$ cat src/rtl/pe_tile_param.sv
// Parametrised PE tile: 4-sided switch box, two connect boxes, 2-input CLB with registered output.
// Double-buffered config (shadow -> active on commit). Optional readback port under CONFIG_READBACK_EN.
module pe_tile_param #(
  parameter int unsigned WIDTH      = 1,
  parameter int unsigned NUM_TRACKS = 4
) (
  input  logic                           clk,
  input  logic                           reset,
  input  logic [31:0]                    config_addr,
  input  logic [31:0]                    config_data,
  input  logic                           config_we,
  input  logic [15:0]                    tile_id,
  input  logic [4*NUM_TRACKS*WIDTH-1:0]  in_wires,
  output logic [4*NUM_TRACKS*WIDTH-1:0]  out_wires,
  output logic [WIDTH-1:0]               pe_out
`ifdef CONFIG_READBACK_EN
  ,
  output logic [31:0]                    config_rdata
`endif
);

  localparam int unsigned SELW     = $clog2(2*NUM_TRACKS);
  localparam int unsigned NOUT     = 4*NUM_TRACKS;
  localparam int unsigned SB_WORDS = (NOUT + 15) / 16;

  typedef enum logic [7:0] {
    REG_CLB  = 8'd4,
    REG_CB1  = 8'd5,
    REG_CB0  = 8'd6,
    REG_SB   = 8'd7,
    REG_CTRL = 8'd8
  } region_e;

  typedef enum logic [1:0] {OP_AND, OP_OR, OP_XOR, OP_ADD} clb_op_e;

  logic [7:0] region;
  logic [7:0] word_idx;
  logic       tile_hit, we_hit, idx_zero, sb_idx_ok;
  logic       sb_wr, cb0_wr, cb1_wr, clb_wr, commit;

  logic [1:0]      sb_sh  [NOUT];
  logic [1:0]      sb_act [NOUT];
  logic [SELW-1:0] cb_sh  [2];
  logic [SELW-1:0] cb_act [2];
  clb_op_e         op_sh, op_act;

  logic [WIDTH-1:0] cb_val [2];
  logic [WIDTH-1:0] pe_next;
  logic             unused_cfg;

  assign region    = config_addr[31:24];
  assign word_idx  = config_addr[23:16];
  assign tile_hit  = (config_addr[15:0] == tile_id);
  assign we_hit    = config_we && tile_hit;
  assign idx_zero  = (word_idx == '0);
  assign sb_idx_ok = (32'(word_idx) < SB_WORDS);

  assign sb_wr  = we_hit && (region == REG_SB)  && sb_idx_ok;
  assign cb0_wr = we_hit && (region == REG_CB0) && idx_zero;
  assign cb1_wr = we_hit && (region == REG_CB1) && idx_zero;
  assign clb_wr = we_hit && (region == REG_CLB) && idx_zero;
  assign commit = we_hit && (region == REG_CTRL) && idx_zero && config_data[0];

  // Not every data/address bit is meaningful for every parameterisation.
  assign unused_cfg = ^{config_data, config_addr};

  always_ff @(posedge clk) begin
    if (reset) begin
      for (int unsigned i = 0; i < NOUT; i++) begin
        sb_sh[i]  <= '0;
        sb_act[i] <= '0;
      end
      for (int unsigned n = 0; n < 2; n++) begin
        cb_sh[n]  <= '0;
        cb_act[n] <= '0;
      end
      op_sh  <= OP_AND;
      op_act <= OP_AND;
      pe_out <= '0;
    end else begin
      if (sb_wr) begin
        for (int unsigned i = 0; i < NOUT; i++) begin
          if (i / 16 == 32'(word_idx))
            sb_sh[i] <= config_data[2*(i%16) +: 2];
        end
      end
      if (cb0_wr) cb_sh[0] <= config_data[SELW-1:0];
      if (cb1_wr) cb_sh[1] <= config_data[SELW-1:0];
      if (clb_wr) op_sh    <= clb_op_e'(config_data[1:0]);
      // Commit copies the pre-edge shadow; writes and commits never share a cycle on one bus.
      if (commit) begin
        sb_act <= sb_sh;
        cb_act <= cb_sh;
        op_act <= op_sh;
      end
      pe_out <= pe_next;
    end
  end

  always_comb begin
    out_wires = '0;
    for (int unsigned s = 0; s < 4; s++) begin
      for (int unsigned t = 0; t < NUM_TRACKS; t++) begin
        case (sb_act[s*NUM_TRACKS+t])
          2'd0:    out_wires[(s*NUM_TRACKS+t)*WIDTH +: WIDTH] = in_wires[(((s+1)%4)*NUM_TRACKS+t)*WIDTH +: WIDTH];
          2'd1:    out_wires[(s*NUM_TRACKS+t)*WIDTH +: WIDTH] = in_wires[(((s+2)%4)*NUM_TRACKS+t)*WIDTH +: WIDTH];
          2'd2:    out_wires[(s*NUM_TRACKS+t)*WIDTH +: WIDTH] = in_wires[(((s+3)%4)*NUM_TRACKS+t)*WIDTH +: WIDTH];
          default: out_wires[(s*NUM_TRACKS+t)*WIDTH +: WIDTH] = pe_out;
        endcase
      end
    end
  end

  // Connect box n taps side n: low selects read inputs, high selects read this tile's outputs.
  always_comb begin
    for (int unsigned n = 0; n < 2; n++) begin
      cb_val[n] = '0;
      if (32'(cb_act[n]) < NUM_TRACKS)
        cb_val[n] = in_wires[(n*NUM_TRACKS + 32'(cb_act[n]))*WIDTH +: WIDTH];
      else if (32'(cb_act[n]) < 2*NUM_TRACKS)
        cb_val[n] = out_wires[(n*NUM_TRACKS + 32'(cb_act[n]) - NUM_TRACKS)*WIDTH +: WIDTH];
    end
  end

  always_comb begin
    pe_next = '0;
    case (op_act)
      OP_AND:  pe_next = cb_val[0] & cb_val[1];
      OP_OR:   pe_next = cb_val[0] | cb_val[1];
      OP_XOR:  pe_next = cb_val[0] ^ cb_val[1];
      default: pe_next = cb_val[0] + cb_val[1];
    endcase
  end

`ifdef CONFIG_READBACK_EN
  logic [31:0] rb_word;

  always_comb begin
    rb_word = '0;
    case (region)
      REG_SB: begin
        if (sb_idx_ok) begin
          for (int unsigned i = 0; i < NOUT; i++) begin
            if (i / 16 == 32'(word_idx))
              rb_word[2*(i%16) +: 2] = sb_sh[i];
          end
        end
      end
      REG_CB0: if (idx_zero) rb_word[SELW-1:0] = cb_sh[0];
      REG_CB1: if (idx_zero) rb_word[SELW-1:0] = cb_sh[1];
      REG_CLB: if (idx_zero) rb_word[1:0]      = op_sh;
      default: rb_word = '0;
    endcase
  end

  always_ff @(posedge clk) begin
    if (reset)
      config_rdata <= '0;
    else if (tile_hit)
      config_rdata <= rb_word;
  end
`endif

endmodule

$ cat config.mk
export PLATFORM = sky130hd
export DESIGN_NAME = pe_tile_param
export DESIGN_NICKNAME = d
export VERILOG_FILES = /design/src/rtl/pe_tile_param.sv
export SDC_FILE = /design/constraint.sdc
export NUM_CORES = 1
export LEC_CHECK = 0
export BUFFER_PORTS_ARGS = -buffer_cell sky130_fd_sc_hd__buf_4
export CAP_MARGIN = 30
export CORE_ASPECT_RATIO = 0.5
export CORE_UTILIZATION = 55
export DETAILED_ROUTE_END_ITERATION = 10
export GPL_ROUTABILITY_DRIVEN = 0
export MAX_ROUTING_LAYER = met4
export PLACE_DENSITY = 0.81
export SLEW_MARGIN = 15
export SYNTH_ARGS = -nofsm -noshare
export SYNTH_HDL_FRONTEND = slang
export SYNTH_SLANG_ARGS = --single-unit
export TNS_END_PERCENT = 50
$ cat constraint.sdc
create_clock -name clk -period 6.4 [get_ports clk]
set_input_delay 0.96 -clock clk [delete_from_list [all_inputs] [get_ports clk]]
set_output_delay 0.96 -clock clk [all_outputs]
set_load 0.005 [all_outputs]
### After elaboration in Yosys (flattened, before gate mapping)

Index checks and enable logic that the tools add are counted.
W data, S select, Z words.

* $add $sub $neg: 4
* order comparisons: 3
* eq/ne operators: 40
* shift operators: 4
* mux-type cells: 19
* bitwise logic cells: 3
* reduce and logical (&&, ||, !) cells: 31

Operators with widths (number)
* $shiftx A16 B33 Y1: 3
* $pmux W1 S3: 17
* $eq A2 B1 Y1 const B: 17
* $eq A2 B2 Y1 const B: 17
* $logic_not A2 Y1: 17
* $eq A8 B3 Y1 const B: 4
* $eq A16 B16 Y1: 1
* $shiftx A16 B4 Y1: 1
* $logic_and A1 B1 Y1: 12
* $eq A8 B4 Y1 const B: 1
* $logic_not A8 Y1: 1
* $lt A8 B1 Y1 const B: 1
* $lt A3 B3 Y1 const B: 2
* $sub A4 B3 Y5 const B: 1
* $add A3 B3 Y4 const A: 1
* $sub A3 B3 Y4 const B: 1
* $mux W1: 2
* $reduce_and A2 Y1: 1
* $add A1 B1 Y1: 1
* $and A1 B1 Y1: 1
* $or A1 B1 Y1: 1
* $xor A1 B1 Y1: 1

* flip-flop bits (word level): 81
* bits of input ports: 99
* output and inout bits: 17
* word-level logic and storage cells: 143

### Depth between registers and ports, before layout

* word-level depth: 6
* mapped depth: 10

### Worst setup path after synthesis

OpenSTA, ideal clock, no wires.

* kind: input-to-reg
* from: in in_wires[15]
* to: reg pe_out
* library setup time: 0.121 ns
* arrival time: 2.512 ns
* required time: 6.279 ns
* setup slack: 3.767 ns
* stages: 8
* buffers on the path: 0
* cell sequence: mux4_2 > mux2_2 > a311o_1 > ha_1 > nor2_1 > a211oi_1 > a21oi_1 > nor2_1

* longest elaborated chain between the ends: 5
* elaborated cells on any way between the ends: 14
* those cells by class: 1 x add/sub; 4 x shift; 6 x mux; 3 x bitwise

Ends and longest elaborated chain
* start: declaration: RTL line 13 `input logic [4*NUM_TRACKS*WIDTH-1:0] in_wires,`
* $pmux W1 S3: RTL line 104 `case (sb_act[s*NUM_TRACKS+t])`
* $shiftx A16 B33 Y1: RTL line 121 `cb_val[n] = out_wires[(n*NUM_TRACKS + 32'(cb_act[n]) - NUM_TRACKS)*WIDTH +: WIDTH];`
* $mux W1: RTL line 118 `if (32'(cb_act[n]) < NUM_TRACKS)`
* $add A1 B1 Y1, or another cell as far along: RTL line 131 `default: pe_next = cb_val[0] + cb_val[1];`
* $pmux W1 S3 (*): RTL line 127 `case (op_act)`
* end signal: assignment: RTL line 96 `pe_out <= pe_next;`
* end: declaration: RTL line 15 `output logic [WIDTH-1:0] pe_out`

Every way passes the cells marked *; elsewhere a longest branch is shown, timed or not.
A chain may end at the register's enable or synchronous reset.

### Final worst setup path

* from: in in_wires[5]
* to: out out_wires[1]

* longest elaborated chain between the ends: 1

Ends and longest elaborated chain
* $pmux W1 S3: RTL line 104
* end: declaration: RTL line 14 `output logic [4*NUM_TRACKS*WIDTH-1:0] out_wires,`

Every way passes these cells.

==> summary.txt <==
Period utilization -> 42.4%
Vias/cell -> 5.30
Drt wl/cell -> 16.8 um
Pwr dens -> 229 nW/um2
GRT Util Overall -> 27.6%
Cell Rows -> 21
CTS max path bufs -> 2
Area Overhead vs Synth -> 30.7%
Reg-to-reg critical path endpoint -> pe_out
Dpl cells -> 557
Hold_buf cts -> 0
Die Width -> 124 um
Total routed wirelength -> 9.65 mm
Max FO, Critical Path -> 4
ANT cells -> 0
Most common cell after layout, fill and taps aside -> buf_4
Initial Utilization -> 58.9%
Final Max Tran Viols -> 0
Synth warnings -> 0
Core region area -> 6910 um2
Finished Layout Cells -> 574
RSZ-0062 raised after global routing -> no
Total iterations of the first detailed-routing run -> 5
Multi-input logic area -> 2330 um2
Gate Count Post-Synth -> 370
Worst reg2reg path depth -> 8
End of the critical path -> out_wires[1]
Post-Place Setup Slack -> 3120 ps
Worst Setup End Kind -> output port
Crit start category -> input pin
FILL cells -> 478
Die footprint -> 7770 um2
Number of post-CTS setup repair buffers -> 0
Max cap viols -> 0
Nets -> 578
Critical setup path kind -> in2out
Clock-pin slew on the worst setup and hold paths -> 60 ps
Vias in the first global route -> 3,154
Syn Area/Cell -> 11.0 um2
Post-route ant nets -> 0
IO Port Bufs -> 115
Synth unique cells -> 25
CP Data Arrival Time -> 1750 ps
Min-Delay Path Class -> reg2reg
DRC viols -> 0
Most frequent cells in the layout -> buf_4 (116), nand2b_1 (112), mux2i_1 (82)
Clock sink count -> 81
Dpl hpwl -> 7.06 mm
Worst setup margin -> 3690 ps
Worst Path Required -> 5440 ps
Final Setup Violations -> 0
Status -> finished clean
Share of layout cells above drive strength 1 -> 32.2%
Setup TNS -> 0 ps
TritonCTS Buffers -> 9
TritonCTS clock tree -> done
1st-iter DRT viols -> 128
Synth Register Bits -> 81
Critical path origin -> in_wires[5]
Clk root buf -> clkbuf_16
Die Ht -> 62.8 um
Synth Net Count -> 471
Fmax -> 0.369 GHz
Final hold violation count -> 0
VDD IR max -> 0.000135 V
Largest net degree at the start of global routing -> 114
Via count -> 3,042
Leakage -> 2.30 nW
Sequential area share after synthesis -> 39.8%
Reg2Reg Setup Slack -> 3960 ps
FF+latch area -> 1620 um2
Post-layout minimum cycle time -> 2710 ps
IO Count -> 116
Worst Skew -> 5.05 ps
Resize count post-CTS -> 0
Worst slew pin tran -> 760 ps
FF-to-FF Start -> pe_out
Cell Area, Synth -> 4070 um2
First-pass GRT wire length -> 15.4 mm
Slew HR -> 49.4%
Initial antenna violation count -> 0
Clock Latency Late Sink -> 340 ps
H-tree levels -> 3
Final global-route overflow total -> 0
[where the power goes]
| group | internal [W] | switching [W] | total, W |
|---|---|---|---|
| Combinational | 0.0000748 | 0.0000400 | 0.000115 |
| Sequential | 0.000504 | 0.00000117 | 0.000506 |
| Clock | 0.000393 | 0.000205 | 0.000598 |
[flip-flops by register name (all words and copies together), names as in the netlist]
register	flops
pe_out	1
op_act	2
sb_sh	32
cb_sh	6
cb_act	6
op_sh	2
sb_act	32
[synthesized netlist by cell type]
| library cell | n | share of area (%) |
|---|---|---|
| xnor2_1 | 16 | 3.4 |
| nand2b_1 | 112 | 17 |
| dfxtp_1 | 81 | 40 |
| buf_6 | 3 | 0.83 |
| a21oi_1 | 1 | 0.12 |
| mux2i_1 | 82 | 20 |
| nor4_1 | 2 | 0.31 |
| ha_1 | 2 | 0.61 |
| and4_1 | 1 | 0.22 |
| a211oi_1 | 1 | 0.18 |
| nor2_1 | 7 | 0.65 |
| mux4_2 | 18 | 10 |
| and2_1 | 1 | 0.15 |
| nand3_1 | 1 | 0.12 |
| buf_4 | 1 | 0.18 |
| clkbuf_1 | 13 | 1.2 |
| nor3b_1 | 2 | 0.37 |
| nor2b_1 | 5 | 0.77 |
| a311o_1 | 2 | 0.49 |
| nand2_1 | 2 | 0.18 |
| mux2_2 | 2 | 0.55 |
| nor4_4 | 1 | 0.52 |
| nand4_1 | 8 | 1.2 |
| inv_1 | 2 | 0.18 |
| buf_2 | 4 | 0.49 |
[through the flow]
stage | instance area (um2) | power (W) | hold slack [ps] | util [%]
floorplan | 4070 | 0.000563 | 457 | -
global placement | 4950 | 0.000628 | 468 | 71.6
detailed placement | 4950 | 0.000631 | 476 | 71.6
CTS | 5300 | 0.00122 | 489 | 76.7
global route | 5320 | 0.00126 | 504 | 77.0
finish | 5320 | 0.00122 | 489 | 77.0
[critical path: stages]
cell and delay [ps]:
buf_4 130, mux4_2 500, buf_4 160
[final cells by class]
cell class | count | area share, %
well taps | 92 | 2.16
inverters | 2 | 0.141
clock inverters | 6 | 2.14
multi-input cells | 266 | 43.8
flip-flops and latches | 81 | 30.5
clock buffers | 10 | 4.49
repair buffers | 117 | 16.7
[metal layers]
metal | global-route usage (%) | up-vias | routed length [um]
li1 | - | 1500 | -
met1 | 34.8 | 1451 | 4480
met2 | 44.0 | 83 | 4570
met3 | 7.66 | 8 | 523
met4 | 6.02 | 0 | 80
met5 | - | - | 0
[cell families after synthesis]
family,share of synthesized area (%)
and+or+nand+nor,21.7
muxes,30.7
adders and majority gates,0.615
xor gates and xnor gates,3.44
DFF,39.8
AOI/OAI and AO/OA,0.799
buffers and inverters,2.89
[worst min-delay path by stage]
stage / from / endpoint / slack (ps) / depth (start not counted)
after global placement: sb_sh[14] / sb_sh[14] / 470 / 2
after global routing: sb_sh[21] / sb_sh[21] / 500 / 2
after CTS: sb_sh[8] / sb_sh[8] / 490 / 2
after detailed placement: sb_sh[8] / sb_sh[8] / 480 / 2
after floorplan: sb_act[10] / sb_act[10] / 460 / 2
final: sb_sh[10] / sb_act[10] / 490 / 2
(Power assumes the default switching activity.)
